File: config.mk
export PLATFORM = sky130hd
export DESIGN_NAME = pipelined_mul_unit_flat
export DESIGN_NICKNAME = d
export VERILOG_FILES = /design/src/rtl/mul_pkg.sv /design/src/rtl/pipelined_mul_unit_if.sv /design/src/rtl/mul_stage_reg.sv /design/src/rtl/pipelined_mul_unit.sv /design/src/flat_wrapper.sv
export SDC_FILE = /design/constraint.sdc
export NUM_CORES = 2
export LEC_CHECK = 0
export BUFFER_PORTS_ARGS = -buffer_cell sky130_fd_sc_hd__buf_2
export CAP_MARGIN = 20
export CELL_PAD_IN_SITES_DETAIL_PLACEMENT = 0
export CELL_PAD_IN_SITES_GLOBAL_PLACEMENT = 1
export CORE_ASPECT_RATIO = 2
export CORE_MARGIN = 5
export CORE_UTILIZATION = 30
export DETAILED_ROUTE_END_ITERATION = 16
export PLACE_DENSITY_LB_ADDON = 0.3
export SLEW_MARGIN = 25
export SYNTH_ARGS = -nofsm -noshare
export SYNTH_HDL_FRONTEND = slang
export SYNTH_SLANG_ARGS = --single-unit
File: constraint.sdc
create_clock -name clk -period 5.1 [get_ports clk]
set_clock_uncertainty 0.2 [all_clocks]
set_input_delay 1.02 -clock clk [delete_from_list [all_inputs] [get_ports clk]]
set_output_delay 1.02 -clock clk [all_outputs]
set_load 0.01 [all_outputs]
File: src/rtl/mul_pkg.sv
// Shared types for the pipelined multiply unit: operation encoding, default
// stage payload and the high-half result selector.
package mul_pkg;

  typedef enum logic [1:0] {
    MUL_OP_MUL    = 2'b00,
    MUL_OP_MULH   = 2'b01,
    MUL_OP_MULHSU = 2'b10,
    MUL_OP_MULHU  = 2'b11
  } mul_op_e;

  localparam int unsigned MUL_DEF_WIDTH = 32;
  localparam int unsigned MUL_DEF_TAG_W = 5;

  typedef struct packed {
    logic                       valid;
    logic [MUL_DEF_TAG_W-1:0]   tag;
    mul_op_e                    op;
    logic [2*MUL_DEF_WIDTH-1:0] product;
  } mul_stage_t;

  function automatic logic is_high_op(mul_op_e op);
    return op != MUL_OP_MUL;
  endfunction

endpackage

File: src/rtl/pipelined_mul_unit_if.sv
// Issue/writeback handshake bundle of the multiply unit, including flush.
interface pipelined_mul_unit_if #(
  parameter int unsigned WIDTH = 32,
  parameter int unsigned TAG_W = 5
) ();
  import mul_pkg::*;

  logic               in_valid;
  logic               in_ready;
  mul_op_e            op;
  logic [WIDTH-1:0]   operand1;
  logic [WIDTH-1:0]   operand2;
  logic [TAG_W-1:0]   in_tag;
  logic               flush;
  logic               out_valid;
  logic               out_ready;
  logic [WIDTH-1:0]   result;
  logic [2*WIDTH-1:0] full_product;
  logic [TAG_W-1:0]   out_tag;

  modport master (
    output in_valid, op, operand1, operand2, in_tag, flush, out_ready,
    input  in_ready, out_valid, result, full_product, out_tag
  );

  modport slave (
    input  in_valid, op, operand1, operand2, in_tag, flush, out_ready,
    output in_ready, out_valid, result, full_product, out_tag
  );
endinterface

File: src/rtl/mul_stage_reg.sv
// One delay stage of the multiply pipeline: enable-gated payload register
// whose valid bit is cleared by flush regardless of the enable.
module mul_stage_reg #(
  parameter type T = mul_pkg::mul_stage_t
) (
  input  logic clk,
  input  logic rst,
  input  logic en,
  input  logic flush,
  input  T     d,
  output T     q
);

  always_ff @(posedge clk or negedge rst) begin
    if (!rst) begin
      q <= '0;
    end else begin
      if (en) q <= d;
      if (flush) q.valid <= 1'b0;
    end
  end

endmodule

File: src/rtl/pipelined_mul_unit.sv
// Handshaked RV M-extension multiplier, STAGES cycles of latency, global stall.
// Optional perf_ops/perf_stalls counters when MUL_PERF_CNT_EN is defined.
module pipelined_mul_unit #(
  parameter int unsigned WIDTH  = 32,
  parameter int unsigned STAGES = 5,
  parameter int unsigned TAG_W  = 5
) (
  input  logic                 clk,
  input  logic                 rst,
  pipelined_mul_unit_if.slave  bus
`ifdef MUL_PERF_CNT_EN
  ,
  output logic [31:0]          perf_ops,
  output logic [31:0]          perf_stalls
`endif
);
  import mul_pkg::*;

  typedef struct packed {
    logic               valid;
    logic [TAG_W-1:0]   tag;
    mul_op_e            op;
    logic [2*WIDTH-1:0] product;
  } stage_t;

  logic               advance;
  logic               a_sgn;
  logic               b_sgn;
  logic [2*WIDTH-1:0] a_wide;
  logic [2*WIDTH-1:0] b_wide;
  stage_t             s1_d;
  stage_t             s1_q;
  stage_t             pipe [STAGES];
  stage_t             last;

  assign advance     = !bus.out_valid || bus.out_ready;
  assign bus.in_ready = advance;

  // Operands are extended straight to 2*WIDTH: the product modulo 2^(2*WIDTH)
  // equals the (WIDTH+1)-bit signed product truncated to 2*WIDTH bits.
  always_comb begin
    a_sgn  = (bus.op != MUL_OP_MULHU) && bus.operand1[WIDTH-1];
    b_sgn  = ((bus.op == MUL_OP_MUL) || (bus.op == MUL_OP_MULH)) && bus.operand2[WIDTH-1];
    a_wide = {{WIDTH{a_sgn}}, bus.operand1};
    b_wide = {{WIDTH{b_sgn}}, bus.operand2};
    s1_d         = '0;
    s1_d.valid   = bus.in_valid;
    s1_d.tag     = bus.in_tag;
    s1_d.op      = bus.op;
    s1_d.product = a_wide * b_wide;
  end

  always_ff @(posedge clk or negedge rst) begin
    if (!rst) begin
      s1_q <= '0;
    end else begin
      if (advance) s1_q <= s1_d;
      if (bus.flush) s1_q.valid <= 1'b0;
    end
  end

  assign pipe[0] = s1_q;

  for (genvar i = 1; i < STAGES; i++) begin : g_delay
    mul_stage_reg #(.T(stage_t)) u_stage (
      .clk   (clk),
      .rst   (rst),
      .en    (advance),
      .flush (bus.flush),
      .d     (pipe[i-1]),
      .q     (pipe[i])
    );
  end

  assign last             = pipe[STAGES-1];
  assign bus.out_valid    = last.valid;
  assign bus.out_tag      = last.tag;
  assign bus.full_product = last.product;
  assign bus.result       = is_high_op(last.op) ? last.product[2*WIDTH-1:WIDTH]
                                                : last.product[WIDTH-1:0];

`ifdef MUL_PERF_CNT_EN
  always_ff @(posedge clk or negedge rst) begin
    if (!rst) begin
      perf_ops    <= '0;
      perf_stalls <= '0;
    end else begin
      if (bus.in_valid && advance) perf_ops <= perf_ops + 32'd1;
      if (bus.out_valid && !bus.out_ready) perf_stalls <= perf_stalls + 32'd1;
    end
  end
`endif

endmodule
File: src/flat_wrapper.sv
// flat-port wrapper written by rule: the top's interface ports become plain ports
module pipelined_mul_unit_flat import mul_pkg::*;
#(
  parameter int unsigned WIDTH  = 32,
  parameter int unsigned STAGES = 5,
  parameter int unsigned TAG_W  = 5
)
  (clk, rst, bus_in_valid, bus_op, bus_operand1, bus_operand2, bus_in_tag, bus_flush, bus_out_ready, bus_in_ready, bus_out_valid, bus_result, bus_full_product, bus_out_tag);
  pipelined_mul_unit_if #(.WIDTH(WIDTH), .TAG_W(TAG_W)) bus_i ();
  input  logic clk;
  input  logic rst;
  input wire logic [$bits(bus_i.in_valid)-1:0] bus_in_valid;
  input wire logic [$bits(bus_i.op)-1:0] bus_op;
  input wire logic [$bits(bus_i.operand1)-1:0] bus_operand1;
  input wire logic [$bits(bus_i.operand2)-1:0] bus_operand2;
  input wire logic [$bits(bus_i.in_tag)-1:0] bus_in_tag;
  input wire logic [$bits(bus_i.flush)-1:0] bus_flush;
  input wire logic [$bits(bus_i.out_ready)-1:0] bus_out_ready;
  output wire logic [$bits(bus_i.in_ready)-1:0] bus_in_ready;
  output wire logic [$bits(bus_i.out_valid)-1:0] bus_out_valid;
  output wire logic [$bits(bus_i.result)-1:0] bus_result;
  output wire logic [$bits(bus_i.full_product)-1:0] bus_full_product;
  output wire logic [$bits(bus_i.out_tag)-1:0] bus_out_tag;
  assign bus_i.in_valid = bus_in_valid;
  assign bus_i.op = bus_op;
  assign bus_i.operand1 = bus_operand1;
  assign bus_i.operand2 = bus_operand2;
  assign bus_i.in_tag = bus_in_tag;
  assign bus_i.flush = bus_flush;
  assign bus_i.out_ready = bus_out_ready;
  assign bus_in_ready = bus_i.in_ready;
  assign bus_out_valid = bus_i.out_valid;
  assign bus_result = bus_i.result;
  assign bus_full_product = bus_i.full_product;
  assign bus_out_tag = bus_i.out_tag;
  pipelined_mul_unit #(.WIDTH(WIDTH), .STAGES(STAGES), .TAG_W(TAG_W)) u_core (.clk(clk), .rst(rst), .bus(bus_i));
endmodule
Word-level counts from Yosys, hierarchy flattened
Cells that the tools add are included.
Cells by class
  reduce and logical (&&, ||, !) cells: 8
  multipliers: 1
  muxes and demuxes: 11
  eq/ne operators: 2
Operators by type and width (count)
  $mux 72: 5
  $mul 33x33->64: 1
  $mux 32: 1
  $mux 1: 5
  $reduce_bool 2->1: 2
  $eq 2x1->1 const B: 1
  $logic_and 1x1->1: 2
  $logic_not 2->1: 1
  $logic_or 1x1->1: 2
  $ne 2x2->1 const B: 1
  $logic_not 1->1: 1
Word-level totals
  input port bits: 76
  register bits: 360

Depth between registers and ports, before layout
  depth in word-level cells: 6
  depth in mapped cells: 31
  mapped depth without buffers: 28

By module
From an unflattened synthesis, not the netlist that was laid out.
Unflattened totals
  cells, all modules: 5076
  area total of the unflattened synthesis: 53027.1 um^2
Modules (own cells, without submodules)
  pipelined_mul_unit: times used 1, cells an instance 4464, area each 40925.5 um^2
  mul_stage_reg: times used 4, cells an instance 153, area each 3025.4 um^2

Worst setup path before layout
OpenSTA, ideal clock, no wires.
  path kind: input to register
  start point: in bus_operand1[31]
  end point: reg u_core.s1_q, in the netlist u_core.pipe[345]
  required time: 4.765 ns
  slack: -3.646 ns
  cell stages on the path: 26
  arrival time: 8.412 ns
  path buffers: 3
  cells stage by stage: a21boi_0 > clkbuf_1 > nand2_1 > inv_1 > fa_1 > fa_1 > fa_1 > inv_1 > fa_1 > fa_1 > fa_1 > fa_1 > fa_1 > inv_1 > ha_1 > clkbuf_2 > and3_1 > and3_1 > buf_2 > nand3_1 > or4_1 > o32ai_2 > o31ai_1 > o211ai_1 > xnor2_1 > o21ai_0
On the way
  longest elaborated chain between the ends: 2
Ends and longest elaborated chain
  start, declared: line flat_wrapper.sv:14  | input wire logic [$bits(bus_i.operand1)-1:0] bus_operand1;
  $logic_and 1x1->1: line pipelined_mul_unit.sv:42  | a_sgn = (bus.op != MUL_OP_MULHU) && bus.operand1[WIDTH-1];
  $mul 33x33->64 *: line pipelined_mul_unit.sv:50  | s1_d.product = a_wide * b_wide;
  end, declared: line pipelined_mul_unit.sv:32  | stage_t s1_q;
Mark *: on every way between the ends. The rest lies on a longest branch, timed or not.
A chain may end at the register's enable or synchronous reset.

Final worst setup path
  start point: in bus_op[1]
  end point: reg u_core.s1_q, in the netlist u_core.pipe[351]
On the way
  longest elaborated chain between the ends: 4
  elaborated cells between the ends (all ways): 7
Ends and longest elaborated chain
  start, declared: line flat_wrapper.sv:13  | input wire logic [$bits(bus_i.op)-1:0] bus_op;
  $eq 2x1->1 or $logic_not 2->1 (tied branches): line pipelined_mul_unit.sv:43  | b_sgn = ((bus.op == MUL_OP_MUL) || (bus.op == MUL_OP_MULH)) && bus.operand2[WIDTH-1];
  $logic_or 1x1->1: line pipelined_mul_unit.sv:43
  $logic_and 1x1->1: line pipelined_mul_unit.sv:43
  $mul 33x33->64 *: line pipelined_mul_unit.sv:50
Marks and branches as above.

==> summary.md <==
| Metric | Value |
|---|---|
| Total CTS buffers | 31 |
| Routability cong. | 0.950 |
| Sink Count | 360 |
| Vias post-DR | 38499 |
| CORE AREA | 172000 um2 |
| Setup TNS | -122910 ps |
| Clock Latency Late Sink | 610 ps |
| IO buf count | 178 |
| Slowest cell on the critical path | fa_2 |
| CP Launch Type | primary input |
| Area contributors post-synth | fa_1, dfrtp_1, nand2_1, inv_1, ha_1 |
| Vias per cell | 4.53 |
| Synth async-reset ratio | 100% |
| Cell count after synthesis | 5694 |
| Cell area after synthesis | 51700 um2 |
| Register area share after synthesis | 17.4% |
| Worst EP required | 5370 ps |
| CTS Buffer Depth | 3 |
| Setup Viol. Count Final | 55 |
| Fmax achieved | 124 MHz |
| Row count | 215 |
| Final WS setup | -2940 ps |
| Critical path fanouts, max | 8 |
| Pin count of the biggest net entering global routing | 207 |
| Unrepaired setup endpoints after global routing | true |
| Hold buffers post-CTS | 0 |
| Tcrit/Tclk final | 158% |
| Post-synth EDFFs | 0 |
| WP buf/inv | 8 |
| Max-Cap Viols | 0 |
| Prevailing post-synth register cell | dfrtp_1 |
| Most common cell in the netlist | nand2_1 |
| Top delay family on crit path | adder cells |
| Final Max Slew Viols | 0 |
| Share of layout cells above drive strength 1 | 21.1% |
| Vias in the first global route | 43812 |
| Hold/Removal Path Class | primary input to asynchronous set/reset pin |
| Failing checks | negative setup slack |
| Area grow syn2layout | 22.8% |
| Commonest cells post-synth | nand2_1, fa_1, inv_1 |
| # DRC | 0 |
| DR WL/cell | 20.6 um |
| Antenna-violating nets left | 0 |
| Crit-path max cell delay | 590 ps |
| Post-synthesis net count | 7107 |
| Total I/O pin count | 179 |
| Critical R2R Capture | u_core.pipe[295] |
| Critical path class | primary input to flop |
| Synth top area share | 43.5% |
| First-pass GRT wire length | 265000 um |
| Status | finished with violations |
| Grt total ovfl | 0 |
| Total Wirelength | 175000 um |
| Worst reg2reg setup slack | 2400 ps |
| Die Wd | 304 um |
| Sequential cell area | 9010 um2 |
| Clock slew at reported path FFs | 70 ps |
| Warnings, synthesis | 0 |
| Flop and latch count out of synthesis | 360 |
| Final hold viol count | 0 |
| Worst reg2reg path startpoint | u_core.g_delay[4].u_stage.q[71] |
| Initial core utilization | 30.1% |
| Final min period | 8040 ps |
| Clock Root Buffer | clkbuf_16 |
| Antenna violations before repair | 6 |
| Iter 0 DRT Violations | 1856 |
| Rel. slew slack | 25.9% |
| Syn_area_per_cell | 9.09 um2 |
| DRT Pass-1 Iters | 6 |
| CTS tree | yes |
| Cell accounting for the most synthesized area | fa_1 |
| # nets final | 7597 |
| Total GRT Usage | 19.1% |
| Register-to-Register Path Depth | 4 |
| Area of the multi-input gates | 39100 um2 |
| Cell mode on critical path | fa_2 |
| Worst slew pin tran | 1110 ps |
| Crit path DAT | 8310 ps |
| Hpwl dp | 144000 um |
| Filler instances | 17779 |
| H-tree Lvls | 1 |
| Crit. End Element | flop |
| Die height | 597 um |
| Die area | 181000 um2 |
| Synth unique cells | 66 |
## sequential cells by signal (all words and copies together) (netlist names)
| name | cells |
|---|---|
| u_core.g_delay.u_stage.q | 288 |
| u_core.pipe | 72 |
## routing by layer
metal | track usage, % | share of wire (%)
met4 | 12.3 | 8.7
met5 | 0 | 0.026
met1 | 18.9 | 33
met2 | 37.8 | 56
met3 | 1.33 | 2.5
## worst max path at each step
stage | startpoint | to | cells after the start
after floorplan | bus_operand1[31] | u_core.pipe[348] | 27
after global placement | bus_operand2[9] | u_core.pipe[344] | 27
after detailed placement | bus_operand1[27] | u_core.pipe[348] | 24
after CTS | bus_operand1[31] | u_core.pipe[348] | 28
after global routing | bus_operand1[31] | u_core.pipe[348] | 28
final | bus_op[1] | u_core.pipe[351] | 27
## what timing repair did
item / in CTS / in global routing
resized for setup: 315 / 253
buffers inserted: 51 / 44
gates cloned: 7 / 6
pin swaps: 167 / 179
setup endpoints to repair: 55 / 57
## placed cells by master, fill, tap and decap left out, drive strengths merged, types with 3 or more instances in the layout
cell type	n
nor2b	6
diode	4
dfrtp	360
and3	12
ha	212
o21bai	10
a211o	3
clkbuf	49
or2	8
a21boi	3
a221o	3
nor3	9
buf	814
nand3	13
o2111ai	3
nand2b	3
a21oi	99
o21ai	53
o31ai	4
clkinv	11
o211ai	4
nand2	1699
a211oi	8
xor2	23
a2111oi	3
o221ai	3
and2	318
nor2	74
nand4	13
bufbuf	4
clkinvlp	3
fa	1125
xnor2	51
a21o	40
mux2	32
o21a	8
a31oi	7
inv	1096
## layout make-up
class,count,area share (%)
clock buffers,42,1.35
flip-flops and latches,360,14.2
repair buffers,825,11.7
diodes,4,0.0158
clock inverters,15,0.242
inverters,1096,6.51
multi-input cells,3869,61.5
well taps,2278,4.49
repair inverters,1,0.00985
## worst reg2reg max path, delay by kind of cell (launching register included)
family                 cells  cell delay, ps
AO/OA/AOI/OAI              1             580
buffers and inverters      2            1170
AND/OR/NAND/NOR            1             240
flip-flops                 1             340
## through the flow
step | util [%] | std cells | area, um2 | worst slack [ps] | hold slack [ps]
floorplan | - | 5694 | 52800 | -3080 | 239
global placement | 34.4 | 8333 | 59100 | -3850 | 244
detailed placement | 34.4 | 8333 | 59100 | -3900 | 250
CTS | 36.2 | 8444 | 62000 | -2960 | 121
global route | 37.0 | 8488 | 63500 | -3100 | 140
finish | 37.0 | 8490 | 63500 | -2940 | 137
## logic make-up after synthesis
| group | Yosys count | synth area share [%] |
|---|---|---|
| compound gates | 262 | 3.19 |
| simple gates | 2164 | 17.6 |
| mux | 32 | 0.697 |
| xor+xnor | 74 | 1.25 |
| fa+ha+maj | 1337 | 48.7 |
| flops | 360 | 17.4 |
| buf+inv | 1465 | 11.2 |
Power is left out: the tool's default activity adds up to more than one toggle a clock period on the data nets, which glitch-free logic cannot reach.
